<file path="src/rtl/btn_debounce_pkg.sv">
// rtl/btn_debounce_pkg.sv - shared state encoding and default timing for the button debouncer
package btn_debounce_pkg;

  // Per-channel FSM states; encoding is shared with the display and top-level blocks.
  typedef enum logic [2:0] {
    ST_IDLE = 3'd0,
    ST_ARM  = 3'd1,
    ST_HELD = 3'd2,
    ST_RPT  = 3'd3,
    ST_REL  = 3'd4
  } state_t;

  // Default timing at 100 MHz: 10 ms debounce, 0.5 s long press, 0.1 s repeat.
  localparam int DEF_N            = 6;
  localparam int DEF_DEBOUNCE_CYC = 1000000;
  localparam int DEF_LONG_CYC     = 50000000;
  localparam int DEF_REPEAT_CYC   = 10000000;

endpackage

</file>
<file path="src/rtl/btn_debounce_if.sv">
// rtl/btn_debounce_if.sv - raw button levels in, clean levels and event pulses out
interface btn_debounce_if #(
  parameter int N = 6
);
  logic [N-1:0] btn_raw;
  logic [N-1:0] btn_level;
  logic [N-1:0] btn_press;
  logic [N-1:0] btn_release;
  logic [N-1:0] btn_long;
  logic [N-1:0] btn_repeat;

  // Master drives the raw buttons and consumes the events.
  modport master (
    output btn_raw,
    input  btn_level, btn_press, btn_release, btn_long, btn_repeat
  );

  // Slave is the debouncer itself.
  modport slave (
    input  btn_raw,
    output btn_level, btn_press, btn_release, btn_long, btn_repeat
  );
endinterface

</file>
<file path="src/rtl/btn_debounce_chan.sv">
// rtl/btn_debounce_chan.sv - synchroniser, debounce FSM and hold/repeat counters for one button
module btn_debounce_chan
  import btn_debounce_pkg::*;
#(
  parameter int DEBOUNCE_CYC = DEF_DEBOUNCE_CYC,
  parameter int LONG_CYC     = DEF_LONG_CYC,
  parameter int REPEAT_CYC   = DEF_REPEAT_CYC
) (
  input  logic clk,
  input  logic rst_n,
  input  logic raw,
  output logic btn_level,
  output logic btn_press,
  output logic btn_release,
  output logic btn_long,
  output logic btn_repeat
);

  localparam int DW = $clog2(DEBOUNCE_CYC);
  localparam int HW = $clog2(LONG_CYC);
  localparam int RW = $clog2(REPEAT_CYC);

  // Terminal counts; every counter only ever needs to reach CYC-1.
  localparam logic [DW-1:0] D_LAST = DW'(DEBOUNCE_CYC - 1);
  localparam logic [HW-1:0] H_LAST = HW'(LONG_CYC - 1);
  localparam logic [RW-1:0] R_LAST = RW'(REPEAT_CYC - 1);

  logic          sync1, sync2;
  state_t        state, state_n;
  logic          ret_rpt, ret_rpt_n;
  logic [DW-1:0] dcnt, dcnt_n;
  logic [HW-1:0] hcnt, hcnt_n;
  logic [RW-1:0] rcnt, rcnt_n;
  logic          level_n, press_n, release_n, long_n, repeat_n;
  logic          s;

  assign s = sync2;

  // Two-flop synchroniser for the asynchronous raw level.
  always_ff @(posedge clk or negedge rst_n) begin
    if (!rst_n) begin
      sync1 <= 1'b0;
      sync2 <= 1'b0;
    end else begin
      sync1 <= raw;
      sync2 <= sync1;
    end
  end

  // State, counters and registered event outputs.
  always_ff @(posedge clk or negedge rst_n) begin
    if (!rst_n) begin
      state       <= ST_IDLE;
      ret_rpt     <= 1'b0;
      dcnt        <= '0;
      hcnt        <= '0;
      rcnt        <= '0;
      btn_level   <= 1'b0;
      btn_press   <= 1'b0;
      btn_release <= 1'b0;
      btn_long    <= 1'b0;
      btn_repeat  <= 1'b0;
    end else begin
      state       <= state_n;
      ret_rpt     <= ret_rpt_n;
      dcnt        <= dcnt_n;
      hcnt        <= hcnt_n;
      rcnt        <= rcnt_n;
      btn_level   <= level_n;
      btn_press   <= press_n;
      btn_release <= release_n;
      btn_long    <= long_n;
      btn_repeat  <= repeat_n;
    end
  end

  // Next-state logic; hold/repeat counters saturate so a release bounce never wraps them.
  always_comb begin
    state_n   = state;
    ret_rpt_n = ret_rpt;
    dcnt_n    = dcnt;
    hcnt_n    = hcnt;
    rcnt_n    = rcnt;
    level_n   = btn_level;
    press_n   = 1'b0;
    release_n = 1'b0;
    long_n    = 1'b0;
    repeat_n  = 1'b0;
    case (state)
      ST_IDLE: begin
        if (s) begin
          state_n = ST_ARM;
          dcnt_n  = DW'(1);
        end
      end
      ST_ARM: begin
        if (!s) begin
          state_n = ST_IDLE;
          dcnt_n  = '0;
        end else if (dcnt == D_LAST) begin
          state_n = ST_HELD;
          press_n = 1'b1;
          level_n = 1'b1;
          dcnt_n  = '0;
          hcnt_n  = '0;
        end else begin
          dcnt_n = dcnt + DW'(1);
        end
      end
      ST_HELD: begin
        if (hcnt != H_LAST) hcnt_n = hcnt + HW'(1);
        if (!s) begin
          state_n   = ST_REL;
          dcnt_n    = DW'(1);
          ret_rpt_n = 1'b0;
        end else if (hcnt == H_LAST) begin
          state_n = ST_RPT;
          long_n  = 1'b1;
          rcnt_n  = '0;
        end
      end
      ST_RPT: begin
        if (rcnt != R_LAST) rcnt_n = rcnt + RW'(1);
        if (!s) begin
          state_n   = ST_REL;
          dcnt_n    = DW'(1);
          ret_rpt_n = 1'b1;
        end else if (rcnt == R_LAST) begin
          repeat_n = 1'b1;
          rcnt_n   = '0;
        end
      end
      ST_REL: begin
        if (s) begin
          // Release bounce: resume where we were, counters untouched.
          state_n = ret_rpt ? ST_RPT : ST_HELD;
          dcnt_n  = '0;
        end else if (dcnt == D_LAST) begin
          state_n   = ST_IDLE;
          release_n = 1'b1;
          level_n   = 1'b0;
          dcnt_n    = '0;
          hcnt_n    = '0;
          rcnt_n    = '0;
          ret_rpt_n = 1'b0;
        end else begin
          dcnt_n = dcnt + DW'(1);
        end
      end
      default: begin
        state_n = ST_IDLE;
        dcnt_n  = '0;
        hcnt_n  = '0;
        rcnt_n  = '0;
        level_n = 1'b0;
      end
    endcase
  end

endmodule

</file>
<file path="src/rtl/btn_debounce.sv">
// rtl/btn_debounce.sv - N-channel button debouncer wrapper with parameter legality checks
module btn_debounce
  import btn_debounce_pkg::*;
#(
  parameter int N            = DEF_N,
  parameter int DEBOUNCE_CYC = DEF_DEBOUNCE_CYC,
  parameter int LONG_CYC     = DEF_LONG_CYC,
  parameter int REPEAT_CYC   = DEF_REPEAT_CYC
) (
  input logic           clk,
  input logic           rst_n,
  btn_debounce_if.slave bus
);

  // Reject illegal timing at elaboration.
  if (DEBOUNCE_CYC < 2) begin : g_bad_debounce
    $error("btn_debounce: DEBOUNCE_CYC must be >= 2");
  end
  if (LONG_CYC <= DEBOUNCE_CYC) begin : g_bad_long
    $error("btn_debounce: LONG_CYC must be > DEBOUNCE_CYC");
  end
  if (REPEAT_CYC < 2) begin : g_bad_repeat
    $error("btn_debounce: REPEAT_CYC must be >= 2");
  end

  logic [N-1:0] level, press, rel, lng, rpt;

  // One independent debouncer per button.
  for (genvar i = 0; i < N; i++) begin : g_chan
    btn_debounce_chan #(
      .DEBOUNCE_CYC(DEBOUNCE_CYC),
      .LONG_CYC    (LONG_CYC),
      .REPEAT_CYC  (REPEAT_CYC)
    ) u_chan (
      .clk        (clk),
      .rst_n      (rst_n),
      .raw        (bus.btn_raw[i]),
      .btn_level  (level[i]),
      .btn_press  (press[i]),
      .btn_release(rel[i]),
      .btn_long   (lng[i]),
      .btn_repeat (rpt[i])
    );
  end

  assign bus.btn_level   = level;
  assign bus.btn_press   = press;
  assign bus.btn_release = rel;
  assign bus.btn_long    = lng;
  assign bus.btn_repeat  = rpt;

endmodule

</file>
<file path="src/flat_wrapper.sv">
// flat-port wrapper written by rule: the top's interface ports become plain ports
module btn_debounce_flat import btn_debounce_pkg::*;
#(
  parameter int N            = DEF_N,
  parameter int DEBOUNCE_CYC = DEF_DEBOUNCE_CYC,
  parameter int LONG_CYC     = DEF_LONG_CYC,
  parameter int REPEAT_CYC   = DEF_REPEAT_CYC
)
  (clk, rst_n, bus_btn_raw, bus_btn_level, bus_btn_press, bus_btn_release, bus_btn_long, bus_btn_repeat);
  btn_debounce_if #(.N(N)) bus_i ();
  input logic clk;
  input logic rst_n;
  input wire logic [$bits(bus_i.btn_raw)-1:0] bus_btn_raw;
  output wire logic [$bits(bus_i.btn_level)-1:0] bus_btn_level;
  output wire logic [$bits(bus_i.btn_press)-1:0] bus_btn_press;
  output wire logic [$bits(bus_i.btn_release)-1:0] bus_btn_release;
  output wire logic [$bits(bus_i.btn_long)-1:0] bus_btn_long;
  output wire logic [$bits(bus_i.btn_repeat)-1:0] bus_btn_repeat;
  assign bus_i.btn_raw = bus_btn_raw;
  assign bus_btn_level = bus_i.btn_level;
  assign bus_btn_press = bus_i.btn_press;
  assign bus_btn_release = bus_i.btn_release;
  assign bus_btn_long = bus_i.btn_long;
  assign bus_btn_repeat = bus_i.btn_repeat;
  btn_debounce #(.N(N), .DEBOUNCE_CYC(DEBOUNCE_CYC), .LONG_CYC(LONG_CYC), .REPEAT_CYC(REPEAT_CYC)) u_core (.clk(clk), .rst_n(rst_n), .bus(bus_i));
endmodule
</file>
<file path="config.mk">
export PLATFORM = sky130hd
export DESIGN_NAME = btn_debounce_flat
export DESIGN_NICKNAME = d
export VERILOG_FILES = /design/src/rtl/btn_debounce_pkg.sv /design/src/rtl/btn_debounce_if.sv /design/src/rtl/btn_debounce_chan.sv /design/src/rtl/btn_debounce.sv /design/src/flat_wrapper.sv
export SDC_FILE = /design/constraint.sdc
export NUM_CORES = 1
export LEC_CHECK = 0
export CAP_MARGIN = 0
export CORE_MARGIN = 5
export CORE_UTILIZATION = 65
export DETAILED_ROUTE_END_ITERATION = 16
export DONT_BUFFER_PORTS = 1
export PLACE_DENSITY_LB_ADDON = 0.15
export RECOVER_POWER = 25
export SKIP_CTS_REPAIR_TIMING = 1
export SLEW_MARGIN = 20
export SYNTH_ARGS = -nofsm -noshare
export SYNTH_HDL_FRONTEND = slang
export SYNTH_SLANG_ARGS = --single-unit
</file>
<file path="constraint.sdc">
create_clock -name clk -period 3.9 [get_ports clk]
set_input_delay 0.585 -clock clk [delete_from_list [all_inputs] [get_ports clk]]
set_output_delay 0.585 -clock clk [all_outputs]
set_load 0.005 [all_outputs]
</file>
==> results of run 1 <==
power by group through the flow:
stage                     logic (uW)  registers, uW  clock network (uW)
final                            685           5280                5170
after global placement           638           5360                   0
after global routing             764           5300                5500
after floorplan                  585           5280                   0
after CTS                        680           5280                5280
after detailed placement         672           5370                   0
synthesized netlist by cell type, types with 13 or more instances:
master	number
o41ai_1	17
nand2_1	309
a211oi_1	16
a21oi_1	221
clkbuf_1	125
inv_1	77
o21ai_1	49
or4_1	51
xor2_1	61
nor4b_1	16
mux2i_1	27
nor2_1	327
nand3b_1	13
and2_1	40
o31ai_1	80
nor2b_1	26
xnor2_1	39
ha_1	24
nor3_1	88
a31oi_1	97
nand4_1	82
or3_1	46
nor4_1	32
o21ai_0	231
dfrtp_1	486
and4_1	32
nand3_1	193
buf_4	32
nand2b_1	28
and3_1	85
metrics by stage:
stage          worst slack, ns  std cells  util (%)  instance area (sq um)
6_report                 0.556       3658      70.0                  29200
3_3_place_gp             0.714       3562      65.6                  27400
5_1_grt                  0.283       3658      70.0                  29200
2_1_floorplan             1.18       3173         -                  27300
4_1_cts                  0.575       3655      69.9                  29200
3_5_place_dp             0.597       3562      65.6                  27400
metal layers:
metal | routed length [um] | track usage (%) | vias up
met1 | 27200 | 35.6 | 11700
li1 | - | - | 11500
met4 | 1140 | 7.43 | 0
met2 | 29300 | 42.3 | 639
met3 | 2700 | 3.07 | 102
met5 | 0 | 0 | -
area by class of cell:
cell class / count / share of cell area, %
multi-input cells: 2432 / 48.1
flip-flops and latches: 486 / 41.6
clock buffers: 70 / 5.10
well taps: 539 / 2.31
clock inverters: 23 / 1.04
inverters: 80 / 1.03
repair buffers: 28 / 0.745
sequential cells by signal, indices dropped and copies added (netlist names):
signal                            flops
u_core.g_chan.u_chan.btn_long         6
u_core.g_chan.u_chan.s                6
u_core.g_chan.u_chan.ret_rpt          6
u_core.g_chan.u_chan.btn_press        6
u_core.g_chan.u_chan.sync1            6
u_core.g_chan.u_chan.rcnt           144
u_core.g_chan.u_chan.btn_release      6
u_core.g_chan.u_chan.btn_level        6
u_core.g_chan.u_chan.btn_repeat       6
u_core.g_chan.u_chan.dcnt           120
u_core.g_chan.u_chan.state           18
u_core.g_chan.u_chan.hcnt           156
path summary, 6_finish.rpt:
kind	from	endpoint	slack [ns]	depth (start not counted)
max	u_core.g_chan[0].u_chan.dcnt[0]	u_core.g_chan[0].u_chan.rcnt[15]	0.56	8
min	rst_n	u_core.g_chan[5].u_chan.rcnt[5]	-0.29	0
max reg2reg	u_core.g_chan[0].u_chan.dcnt[0]	u_core.g_chan[0].u_chan.rcnt[15]	0.56	8
min reg2reg	u_core.g_chan[5].u_chan.sync1	u_core.g_chan[5].u_chan.s	0.35	0
max in group asynchronous	rst_n	u_core.g_chan[4].u_chan.rcnt[1]	2.88	0
min in group clk	bus_btn_raw[5]	u_core.g_chan[5].u_chan.sync1	0.03	0
cells by family after synthesis:
group / share of synthesized area [%]
AOI/OAI and AO/OA: 18.6
and+or+nand+nor: 27.3
muxes: 1.11
adders and majority gates: 1.10
DFF: 44.6
buffers and inverters: 4.02
xor gates and xnor gates: 3.21
worst max-delay path, stage by stage (launching register included):
cell and delay [ns]:
dfrtp_1 0.44, ha_1 0.23, nand3_1 0.20, or4_1 0.71, nor4_2 0.53, a211oi_4 0.23
buf_4 0.27, or4_1 0.51, a21oi_1 0.15
==> out/summary.txt, run 1 <==
status: complete, but fails checks
violated checks: hold timing, slew limit
final hold viol count: 336
sw power: 2640 uW
Overall Global Routing Usage: 25.4%
Synth area leaders: dfrtp_1 (45%), nor2_1 (4.5%), nand2_1 (4.3%)
Skew-Pair Late Insertion Delay: 0.59 ns
Fillers: 3176
Tmin final: 3.34 ns
cts bufs inserted: 52
RSZ-0062 raised after global routing: no
Core ar.: 41800 sq um
Final Max Tran Viols: 127
leading cell type in the layout, fill and taps excluded: dfrtp_1
Area Overhead vs Synth: 7.04%
switch share: 23.7%
setup TNS: 0 ns
Post-DRT Antenna Nets: 0
Sequential Power Share: 47.4%
final setup vio count: 0
Die Width: 215 um
Remaining DRCs: 0
Synth Flop Type: dfrtp_1
first-pass GRT wire length: 105000 um
Std-Cell Rows: 75
final worst path period share: 85.7%
cell taking the most area after synthesis: dfrtp_1
#FFs+latches synth: 486
Antenna Cells: 0
Worst EP required: 4.41 ns
Pwr Density: 381 nW/um^2
CP Capture Type: register
grt total ovfl: 0
initial core utilization: 65.4%
Post-synth ARST share: 100%
fmax: 299 MHz
die area: 46200 sq um
clock-pin transition on the worst setup and hold timing paths: 0.06 ns
DR pass1 iterations: 8
worst slew pin tran: 1.66 ns
number of synthesized flops with an enable pin: 0
Startpoint Class: register
area of the multi-input gates: 14100 sq um
Port Buf Inserts: 0
Die Y: 215 um
Avg Cell Area, Syn: 8.60 sq um
initial drt markers: 2234
hold slack: -0.292 ns
critical path class: register to register
Worst Skew: 0.0176 ns
register area share after synthesis: 44.6%
Synth Instances: 3173
Seq. cell area: 12200 sq um
synth unique cells: 91
Num Clock Sinks: 486
Synth Warn #: 0
Internal: 8490 uW
hpwl dp: 38900 um
combinational power share: 6.2%
wire per inst: 16.5 um
Leakage: 0.0117 uW
Post-Syn Area: 27300 sq um
syn_nets: 3205
Slew HR: -10.7%
H-Tree Depth: 2
vias in the first global route: 22500
Design Power: 11100 uW
Worst Path Arrival: 3.85 ns
Vias/cell: 6.55
Hold Path Class: input pin to async pin
Synth top area share: 44.6%
crit-path max FO: 25
largest net degree at the start of global routing: 487
Final nets: 3112
vias: 24000
Peak supply drop: 343 uV
root buf cell: clkbuf_16
routability cong.: 0.871
clock power share: 46.4%
io pins: 38
antenna violations before repair: 0
CTS tree: yes
WL final: 60400 um
clk buf depth: 3
share of post-route cells with drive strength above 1: 5.16%
Max Cap Violations: 0
commonest non-fill, non-tap cells in the layout: dfrtp_1 (486), nor2_1 (327), nand2_1 (309)
(Power assumes the default switching activity.)
==> inputs of run 2 (changes only) <==
--- a/config.mk
+++ b/config.mk
@@ -12,7 +12,6 @@
 export DONT_BUFFER_PORTS = 1
 export PLACE_DENSITY_LB_ADDON = 0.15
 export RECOVER_POWER = 25
-export SKIP_CTS_REPAIR_TIMING = 1
 export SLEW_MARGIN = 20
 export SYNTH_ARGS = -nofsm -noshare
 export SYNTH_HDL_FRONTEND = slang
==> constraint.sdc (replaced) <==
create_clock -name clk -period 3.9 [get_ports clk]
set_input_delay 0.585 -clock clk [delete_from_list [all_inputs] [get_ports clk]]
set_output_delay 0.585 -clock clk [all_outputs]
set_load 0.01 [all_outputs]
==> run 2 against run 1 <==
  * The flow still finishes with violations (hold timing, slew limit)
  * Largest power group unchanged
  * Critical path depth did not move
  * Sequential cell count unchanged
  * Clock skew shrank 0.00054 ns
  * Sequential share of layout area is essentially flat
  * Clock power about the same
  * Setup slack gained 0.0019 ns
  * Combinational power is essentially flat
  * Core utilization is essentially flat
  * Worst hold slack worse by 0.0043 ns
  * Register-to-register slack about the same
  * Wire length decreased by 0.33%
==> out/summary.txt, run 2 (same netlist as run 1, synthesis figures left out) <==
final setup vio count: 0 (unchanged)
cts bufs inserted: 52 (unchanged)
vias in the first global route: 22500 (+0.080%)
io pins: 38 (unchanged)
Num Clock Sinks: 486 (unchanged)
WL final: 60200 um (-0.33%)
largest net degree at the start of global routing: 487 (unchanged)
max reg flops: 156 (unchanged)
routability cong.: 0.871 (unchanged)
DP Cell Count: 3562 (unchanged)
Vias/cell: 6.57 (+0.27%)
root buf cell: clkbuf_16
Worst Skew: 0.0171 ns (-0.000538 ns)
clock-pin transition on the worst setup and hold timing paths: 0.06 ns (about the same)
Antenna Cells: 0 (unchanged)
initial core utilization: 65.4% (unchanged)
RSZ-0062 raised after global routing: no
CTS tree: yes
fmax: 299 MHz (about the same)
hold slack: -0.296 ns (-0.00429 ns)
crit-path max FO: 25 (unchanged)
Post-DRT Antenna Nets: 0 (unchanged)
R2R setup slack: 0.56 ns (about the same)
Pwr Density: 381 nW/um^2 (about the same)
# resized after CTS: 0
Critical R2R Launch: u_core.g_chan[0].u_chan.dcnt[0]
commonest non-fill, non-tap cells in the layout: dfrtp_1 (486), nor2_1 (327), nand2_1 (309)
r2r endpoint: u_core.g_chan[0].u_chan.rcnt[15]
worst-case reg-to-reg path depth: 8 (unchanged)
DR pass1 iterations: 6 (-2)
Final Max Tran Viols: 380 (+200%)
wire per inst: 16.4 um (-0.38%)
Slew HR: -94.8% (-84 points)
top flop regs: u_core.g_chan.u_chan.hcnt (156), u_core.g_chan.u_chan.rcnt (144), u_core.g_chan.u_chan.dcnt (120)
Die Width: 215 um (unchanged)
Final nets: 3114 (+0.064%)
Max Cap Violations: 0 (unchanged)
Post-CTS Setup Bufs: 0
final hold viol count: 96 (-71%)
CP Capture Type: register
die area: 46200 sq um (unchanged)
vias: 24000 (+0.32%)
first-pass GRT wire length: 105000 um (about the same)
Die Y: 215 um (unchanged)
worst slew pin tran: 2.92 ns (+1.26 ns)
violated checks: hold timing, slew limit
critical path class: register to register
final worst path period share: 85.7% (about the same)
Std-Cell Rows: 75 (unchanged)
initial drt markers: 2185 (-2.2%)
antenna violations before repair: 0 (unchanged)
Leakage: 0.0117 uW (about the same)
Area Overhead vs Synth: 7.12% (about the same)
Largest Register: u_core.g_chan.u_chan.hcnt
Worst EP required: 4.40 ns (about the same)
non-filler cells, final: 3660 (+0.055%)
Peak supply drop: 344 uV (+0.11%)
grt total ovfl: 0 (unchanged)
hpwl dp: 38900 um (unchanged)
Skew-Pair Late Insertion Delay: 0.59 ns (about the same)
Hold Path Class: input pin to async pin
Remaining DRCs: 0 (unchanged)
Overall Global Routing Usage: 25.5% (about the same)
clk buf depth: 3 (unchanged)
H-Tree Depth: 2 (unchanged)
Worst Path Arrival: 3.85 ns (about the same)
Core ar.: 41800 sq um (unchanged)
share of post-route cells with drive strength above 1: 5.16% (about the same)
leading cell type in the layout, fill and taps excluded: dfrtp_1
Startpoint Class: register
setup TNS: 0 ns (unchanged)
Port Buf Inserts: 0 (unchanged)
Tmin final: 3.34 ns (-0.00191 ns)
status: complete, but fails checks
## run 2: cell count changes in the layout (fill, tap and decap cells not counted), sizes merged
cell and delta:
dlygate4sd3 +2
## run 2: repair_timing
item / in CTS / in global routing
hold buffers: 4 / 1
endpoints found under the setup margin: 0 / 0
hold endpoints to repair: 490 / 487
## run 2: worst max-delay path by stage
stage / endpoint / slack [ns] / startpoint
final: u_core.g_chan[0].u_chan.rcnt[15] / 0.56 / u_core.g_chan[0].u_chan.dcnt[0]
after global routing: u_core.g_chan[3].u_chan.rcnt[19] / 0.28 / u_core.g_chan[3].u_chan.dcnt[0]
after CTS: u_core.g_chan[0].u_chan.rcnt[15] / 0.57 / u_core.g_chan[0].u_chan.dcnt[0]
after detailed placement: u_core.g_chan[0].u_chan.rcnt[21] / 0.60 / u_core.g_chan[0].u_chan.dcnt[0]
after global placement: u_core.g_chan[0].u_chan.rcnt[21] / 0.71 / u_core.g_chan[0].u_chan.dcnt[0]
after floorplan: u_core.g_chan[0].u_chan.hcnt[20] / 1.18 / u_core.g_chan[0].u_chan.dcnt[0]
## run 2: layout make-up
| cell class | count | area [sq um] |
|---|---|---|
| multi-input combinational | 2432 | 14100 |
| fill | 3174 | 12500 |
| sequential | 486 | 12200 |
| clock buffer | 70 | 1490 |
| tap | 539 | 674 |
| clock inverter | 23 | 304 |
| inverter | 80 | 300 |
| timing repair buffer | 30 | 238 |
## run 2: layer usage
layer  routed length, um  GRT usage, %  up-vias  share of wire (%)
li1                    -             -    11500                  -
met4                1150          7.43        0                1.9
met2               29400          42.3      648                 49
met1               27000          35.6    11800                 45
met5                   0             0        -                  0
met3                2630          3.08       99                4.4
## run 2: through the flow
stage	power, uW	hold slack [ns]	utilization, %	setup slack [ns]	area [sq um]
floorplan	5870	0.289	-	1.18	27300
CTS	11200	-0.324	70.0	0.575	29200
global route	11600	-0.324	70.0	0.283	29200
finish	11100	-0.296	70.0	0.558	29200
detailed placement	6040	0.305	65.6	0.597	27400
global placement	6000	0.307	65.6	0.714	27400
## run 2: worst max-delay path, cell delays in order, from the launching register on
cell and delay [ns]:
dfrtp_1 0.44, ha_1 0.23, nand3_1 0.19, or4_1 0.71, nor4_2 0.53, a211oi_4 0.23, buf_4 0.28, or4_1 0.51
a21oi_1 0.15
## run 2: power by group
| part | internal, uW | switching [uW] |
|---|---|---|
| clock network | 3130 | 2040 |
| registers | 5120 | 159 |
| logic | 240 | 447 |
